--- config.mk ---
export PLATFORM = sky130hd
export DESIGN_NAME = maccum_lane
export DESIGN_NICKNAME = d
export VERILOG_FILES = /design/src/rtl/maccum_lane.sv
export SDC_FILE = /design/constraint.sdc
export NUM_CORES = 1
export LEC_CHECK = 0
export BUFFER_PORTS_ARGS = -buffer_cell sky130_fd_sc_hd__buf_2
export CAP_MARGIN = 20
export CORE_MARGIN = 2
export CORE_UTILIZATION = 25
export DETAILED_ROUTE_END_ITERATION = 8
export PLACE_DENSITY = 0.43
export SYNTH_ARGS = -nofsm -noshare
export SYNTH_HDL_FRONTEND = slang
export SYNTH_SLANG_ARGS = --single-unit
--- constraint.sdc ---
create_clock -name iCLK -period 8.9 [get_ports iCLK]
set_input_delay 1.78 -clock iCLK [delete_from_list [all_inputs] [get_ports iCLK]]
set_output_delay 1.78 -clock iCLK [all_outputs]
set_load 0.02 [all_outputs]
--- src/rtl/maccum_lane.sv ---
// maccum_lane: time-multiplexed fully-connected MAC stage.
// Consumes NL inputs per beat over NP/NL beats for NC neurons in parallel.
// Products are Q(WD-1) scaled by an arithmetic right shift (floor).
// Optional build macro: MACCUM_RELU_EN clamps negative neuron sums to zero.
module maccum_lane #(
  parameter int NP = 4,
  parameter int NC = 4,
  parameter int WD = 4,
  parameter int NL = 2,
  localparam int WO = WD + 2 + $clog2(NP),
  localparam int DW = NP*WD + NP*NC*WD + NC*WD
) (
  input  logic              iCLK,
  input  logic              iRST,
  input  logic              iValid_AS,
  output logic              oReady_AS,
  input  logic [DW-1:0]     iData_AS,
  output logic              oValid_BS,
  input  logic              iReady_BS,
  output logic [NC*WO-1:0]  oData_BS
);

  localparam int NB = NP / NL;
  localparam int BW = (NB > 1) ? $clog2(NB) : 1;
  localparam int XW = NP * WD;
  localparam int OW = NP*WD + NP*NC*WD;
  localparam logic [BW-1:0] LAST = BW'(NB - 1);

  typedef enum logic [1:0] {IDLE, ACC, OUT} tState;

  tState stateReg, stateNext;
  logic [OW-1:0]          opReg;
  logic [BW-1:0]          beatReg;
  logic signed [WO-1:0]   accReg [NC];
  logic signed [WO-1:0]   accSum [NC];
  logic signed [WO-1:0]   resVal [NC];
  logic [NC*WO-1:0]       dataReg;
  logic signed [WD-1:0]   xOp [NP];
  logic signed [WD-1:0]   wOp [NC][NP];
  logic                   accept;
  logic                   lastBeat;

  // Full-precision product, then drop WD-1 fraction bits (floor toward -inf).
  function automatic logic signed [WD:0] scaleProd(input logic signed [WD-1:0] a,
                                                   input logic signed [WD-1:0] b);
    logic signed [2*WD-1:0] p;
    p = (2*WD)'(a) * (2*WD)'(b);
    return p[2*WD-1:WD-1];
  endfunction

  // Only x and w are kept; biases go straight into the accumulators on accept.
  genvar gi, gj;
  generate
    for (gi = 0; gi < NP; gi++) begin : gX
      assign xOp[gi] = opReg[gi*WD +: WD];
    end
    for (gi = 0; gi < NC; gi++) begin : gWRow
      for (gj = 0; gj < NP; gj++) begin : gWCol
        assign wOp[gi][gj] = opReg[XW + (gi*NP + gj)*WD +: WD];
      end
    end
  endgenerate

  // Per-neuron lane products for the current beat and the running sum.
  generate
    for (gi = 0; gi < NC; gi++) begin : gNeuron
      logic signed [WD:0]   laneTerm [NL];
      logic signed [WO-1:0] sumVal;
      for (gj = 0; gj < NL; gj++) begin : gLane
        assign laneTerm[gj] = scaleProd(xOp[int'(beatReg)*NL + gj],
                                        wOp[gi][int'(beatReg)*NL + gj]);
      end
      // Add this beat's sign-extended terms to the accumulator.
      always_comb begin
        sumVal = accReg[gi];
        for (int l = 0; l < NL; l++) begin
          sumVal = sumVal + WO'(laneTerm[l]);
        end
      end
      assign accSum[gi] = sumVal;
`ifdef MACCUM_RELU_EN
      assign resVal[gi] = sumVal[WO-1] ? '0 : sumVal;
`else
      assign resVal[gi] = sumVal;
`endif
    end
  endgenerate

  assign accept   = (stateReg == IDLE) && iValid_AS;
  assign lastBeat = (stateReg == ACC) && (beatReg == LAST);

  // State register.
  always_ff @(posedge iCLK or negedge iRST) begin
    if (!iRST) stateReg <= IDLE;
    else       stateReg <= stateNext;
  end

  // Next-state and handshake outputs.
  always_comb begin
    stateNext = stateReg;
    oReady_AS = 1'b0;
    oValid_BS = 1'b0;
    unique case (stateReg)
      IDLE: begin
        oReady_AS = 1'b1;
        if (iValid_AS) stateNext = ACC;
      end
      ACC: begin
        if (beatReg == LAST) stateNext = OUT;
      end
      OUT: begin
        oValid_BS = 1'b1;
        if (iReady_BS) stateNext = IDLE;
      end
      default: stateNext = IDLE;
    endcase
  end

  // Operand capture, beat counting, accumulation and result register.
  always_ff @(posedge iCLK or negedge iRST) begin
    if (!iRST) begin
      opReg   <= '0;
      beatReg <= '0;
      dataReg <= '0;
      for (int c = 0; c < NC; c++) accReg[c] <= '0;
    end else if (accept) begin
      opReg   <= iData_AS[OW-1:0];
      beatReg <= '0;
      for (int c = 0; c < NC; c++) begin
        accReg[c] <= WO'($signed(iData_AS[OW + c*WD +: WD]));
      end
    end else if (stateReg == ACC) begin
      beatReg <= lastBeat ? '0 : beatReg + BW'(1);
      for (int c = 0; c < NC; c++) accReg[c] <= accSum[c];
      if (lastBeat) begin
        for (int c = 0; c < NC; c++) dataReg[c*WO +: WO] <= resVal[c];
      end
    end
  end

  assign oData_BS = dataReg;

endmodule

After elaboration in Yosys (flattened, before gate mapping)
Index checks and enable logic that the tools add are counted.

Register bits: 147. Input bits: 100. Output and inout bits: 34. Logic and storage cells: 83.

Add/sub/neg operators: 10. Multiply operators: 8. Order comparisons: 2. Eq/ne operators: 5. Muxes and demuxes: 41. Bitwise operators: 3. Reduce and logical (&&, ||, !) cells: 6.

Operators by type and width (count): $bmux W4 S2 (10); $mux W4 (20); $add A8 B5 Y8 (8); $ge A32 B3 Y1 const B (2); $mul A4 B4 Y8 (8); $mux W32 (2); $not A2 Y32 (1); $not A3 Y32 (1); $mux W2 (3); $ne A2 B2 Y1 const B (3); $pmux W2 S3 (1); $reduce_and A3 Y1 (2); $mux W1 (5); $add A2 B1 Y3 const B (1); $eq A2 B1 Y1 const B (1); $eq A2 B2 Y1 const B (1); $logic_and A1 B1 Y1 (2); $logic_not A2 Y1 (1); $reduce_bool A2 Y1 (1); $add A1 B1 Y1 const B (1); $not A1 Y1 (1).

Logic depth before layout (Yosys ltp)
Depth in word-level cells: 9. Depth in mapped cells: 26. Depth with buffers taken out: 22.

Worst setup path before layout
Ideal clock, no wire load.

Path type: register -> register. Start point: register beatReg. End point: register dataReg[31] (netlist: oData_BS[31]). Arrival time: 6297 ps. Path slack: 2479 ps. Stages on the path, launching flop included: 26. Clock period less this slack: 6421 ps. Path through: dfrtp_1 -> buf_6 -> buf_6 -> buf_2 -> buf_2 -> mux2i_1 -> or2_2 -> fa_1 -> fa_1 -> fa_1 -> inv_1 -> ha_1 -> inv_1 -> fa_1 -> nand2b_1 -> a21oi_1 -> xnor3_1 -> fa_1 -> inv_1 -> ha_1 -> and2_1 -> o21ai_0 -> o31ai_1 -> a211oi_1 -> nor3b_1 -> a211o_1.

Word-level cells in the longest chain between the ends: 7. Elaborated cells between the ends (all ways): 21.

Ends and longest elaborated chain: from (decl) (line 33) `logic [BW-1:0] beatReg;`; from (signal assigned) (line 133) `beatReg <= lastBeat ? '0 : beatReg + BW'(1);`; $not A2 Y32 (implied by the code) / $add A2 B1 Y3 (equally long branches) (line 70, 71); $bmux W4 S2 (tied with other cells) (line 70) `assign laneTerm[gj] = scaleProd(xOp[int'(beatReg)*NL + gj],`; $mux W4 (implied by the code) (tied with other cells) (line 70); $mux W4, on equally long branches (line 70, 71); $mul A4 B4 Y8 (tied with other cells) (line 47) `p = (2*WD)'(a) * (2*WD)'(b);`; $add A8 B5 Y8 / $mul A4 B4 Y8 (equally long branches) (line 77, 47); $add A8 B5 Y8 (line 77) `sumVal = sumVal + WO'(laneTerm[l]);`; to (signal assigned) (line 124) `dataReg <= '0;`; to (decl) (line 37) `logic [NC*WO-1:0] dataReg;`.

Parallel ways exist; a longest one is shown, timed or not. The select of a mux whose other input is x is not followed. A chain may end at the register's enable or synchronous reset.

Worst setup path in the final report
Same ends and word-level chain as after synthesis.

==> flow_summary_export.csv <==
group,metric,value,unit
run_status,status,"finished clean",
worst_hold_path,hp-start,"oData_BS[3]",
yosys,synth_compound_area_share,8.07,%
clocking,cts_root_buffer,"clkbuf_16",
sta,worst_slew_pin_slew,1030,ps
sta,rsz0062_at_grt,"no",
final_layout,fin_nets,1750,
clocking,clkSinkCount,147,
route,drc,0,
floorplanning,initial_utilization,25.3,%
setup_path,arrival,7430,ps
yosys,synthAdderAreaFrac,28.0,%
final_layout,synthToLayoutAreaGrowth,16.6,%
grt,grt_antenna_before_repair,0,
sta,slew_viol_final,0,
yosys,yosysMostFrequentCell,"nand2_1",
yosys,synth-simple-area-share,15.1,%
yosys,synth-edff-count,0,
sta,post-route-period-util,79.6,%
yosys,synth_fp_nets,1628,
route,wl_per_cell,15.7,um
route,drt-vias-per-instance,4.34,
final_layout,drive_above_1_share,14.7,%
final_layout,stdcell_count,2068,
yosys,synth-seq-cells,147,
setup_path,r2r_setup_slack,1820,ps
route,ant_nets,0,
clocking,tritoncts,"built",
setup_path,r2r_end,"oData_BS[31]",
yosys,netlist_area,0.0121,mm2
floorplanning,fp.dieH,224,um
setup_path,ff2ff_path_depth,22,
sta,fin_tns_setup,0,ps
yosys,synth_top_family_by_area,"adder cells",
setup_path,crit_type,"flip-flop to flip-flop",
yosys,synth_top_area_share,30.4,%
sta,hold_violations,0,
yosys,yosys.area.top_type,"dfrtp_1",
grt,overflow,0,
worst_hold_path,hold_path.class,"flip-flop to flip-flop",
clocking,htree_levels,4,
clocking,ctsResizeCount,0,
worst_hold_path,min_to,"oData_BS[3]",
yosys,synth_xor_area_share,6.26,%
yosys,synthCells,1320,
clocking,clkLatencyLatePin,460,ps
yosys,synth_seq_area_share,30.4,%
clocking,path_clk_slew,70,ps
route,vias,8967,
sta,fmax,141,MHz
setup_path,crit_top_cell,"fa_1",
floorplanning,fp-row-count,80,
setup_path,end_kind,"flip-flop",
job,drv_cap,0,
grt,grt_pass1_wl,51700,um
yosys,synth_cell_types,47,
clocking,clockBufferDepth,2,
setup_path,worst-path-max-fanout,28,
yosys,synth_commonest_cells,"295 x nand2_1, 198 x inv_1, 147 x dfrtp_1",
yosys,synth_mux_area_share,4.44,%
floorplanning,core-area,0.0477,mm2
yosys,avgSynthCellArea,9.16,um2
setup_path,cp_slowest_cell,"dfrtp_2",
place,placedCellCount,2037,
route,drt-initial-drc-count,347,
worst_hold_path,holdPathStages,2,
clocking,hold_buffers,0,
setup_path,regToRegStartpoint,"beatReg",
floorplanning,pin_count,134,
setup_path,crit_buf_inv,4,
setup_path,required,9250,ps
yosys,async_flop_share,100,%
sta,max_slew_margin,31.1,%
yosys,synthTopCellsByArea,"dfrtp_1 30%, fa_1 17%, ha_1 11%",
setup_path,critical_path.top_delay_family,"adder cells",
route,dr.pass1.iters,4,
yosys,synth_top_flop_cell,"dfrtp_1",
yosys,yosys_warnings,0,
grt,grt_pass1_vias,9301,
route,wl,32500,um
sta,fin_skew,12.2,ps
clocking,cts_buffers,17,
final_layout,final_core_util,29.5,%
setup_path,start_kind,"flip-flop",
place,dp_hpwl,25700,um
sta,setup_violations,0,
floorplanning,die_x,224,um
place,place.gp.congestion,0.794,
setup_path,crit_path_max_incr_delay,840,ps
setup_path,path_cells,"buf_4, mux2i_1, or2_2, fa_1, fa_1, inv_1, fa_1, ha_1, fa_1, a21o_1, a21oi_1, xnor3_1, inv_1, fa_1, inv_1, ha_1, and2_1, o21ai_0, o31ai_1, a211oi_1, nor3b_1, a211o_1",
place,io_buffers,133,
final_layout,antenna_cells,0,
sta,finalCriticalPeriod,7080,ps
floorplanning,die-area,0.0502,mm2
grt,grt_use_total,13.6,%
clocking,post_cts_buffers,0,
grt,grt_max_degree,83,
## sequential cells by signal, indices dropped and copies added, names as in the netlist
register,count
oData_BS,32
beatReg,1
opReg,80
accReg,32
stateReg,2
## placed cells by master (no fill, tap or decap), types with 4 or more instances in the layout
cell,count
nor4_1,5
fa_1,104
o221ai_1,7
buf_4,13
nand2b_1,14
a21oi_1,49
bufinv_16,4
a32o_1,5
dfrtp_1,146
ha_1,104
mux2i_1,39
o21ai_0,39
a21o_1,17
clkinvlp_4,4
xnor3_1,7
o22ai_1,9
inv_1,198
xor2_1,25
nand2_1,293
nor3_1,6
a22oi_1,6
nor2b_1,10
nor2_1,79
xnor2_1,38
or2_2,15
clkbuf_16,17
mux2_2,13
buf_2,132
## per-stage QoR
stage | setup WS, ps | hold slack, ps | cell area, um2
floorplan | 2480 | 437 | 12100
finish | 1820 | 474 | 14100
detailed placement | 1760 | 461 | 13500
CTS | 1750 | 477 | 14100
global placement | 1850 | 456 | 13500
global route | 1250 | 490 | 14100
## routing by layer
| layer | share of wire (%) | global-route usage (%) |
|---|---|---|
| met1 | 41 | 15.6 |
| met2 | 55 | 25.4 |
| met5 | 0 | 0 |
| met3 | 2.5 | 2.51 |
| met4 | 1.3 | 3.96 |
## kinds of logic after synthesis
family,count (synthesis)
AOI/OAI and AO/OA,157
xor gates and xnor gates,72
adders and majority gates,208
buffers and inverters,242
DFF,147
muxes,52
and+or+nand+nor,442
## worst max path at each step
| stage | startpoint | end | slack, ps | depth (start not counted) |
|---|---|---|---|---|
| detailed placement | beatReg | oData_BS[31] | 1760 | 22 |
| floorplan | beatReg | oData_BS[31] | 2480 | 25 |
| CTS | beatReg | oData_BS[31] | 1750 | 22 |
| finish | beatReg | oData_BS[31] | 1820 | 22 |
| global placement | beatReg | oData_BS[31] | 1850 | 22 |
| global route | beatReg | oData_BS[31] | 1250 | 22 |
## worst register-to-register path, stage by stage, from the launching register on
cell and delay [ps]:
dfrtp_2 840, buf_4 330, mux2i_1 690, or2_2 250
fa_1 440, fa_1 520, inv_1 50, fa_1 450
ha_1 240, fa_1 400, a21o_1 170, a21oi_1 170
xnor3_1 360, inv_1 150, fa_1 430, inv_1 70
ha_1 270, and2_1 160, o21ai_0 140, o31ai_1 90
a211oi_1 390, nor3b_1 100, a211o_1 280
## layout make-up
cell class | count | area (um2)
flip-flops and latches | 147 | 3680
clock inverters | 9 | 155
multi-input cells | 931 | 7500
inverters | 198 | 743
repair buffers | 147 | 790
well taps | 615 | 769
clock buffers | 21 | 460
fillers | 4988 | 33600
Power is left out: the tool's default activity adds up to more than one toggle a clock period on the data nets, which glitch-free logic cannot reach.
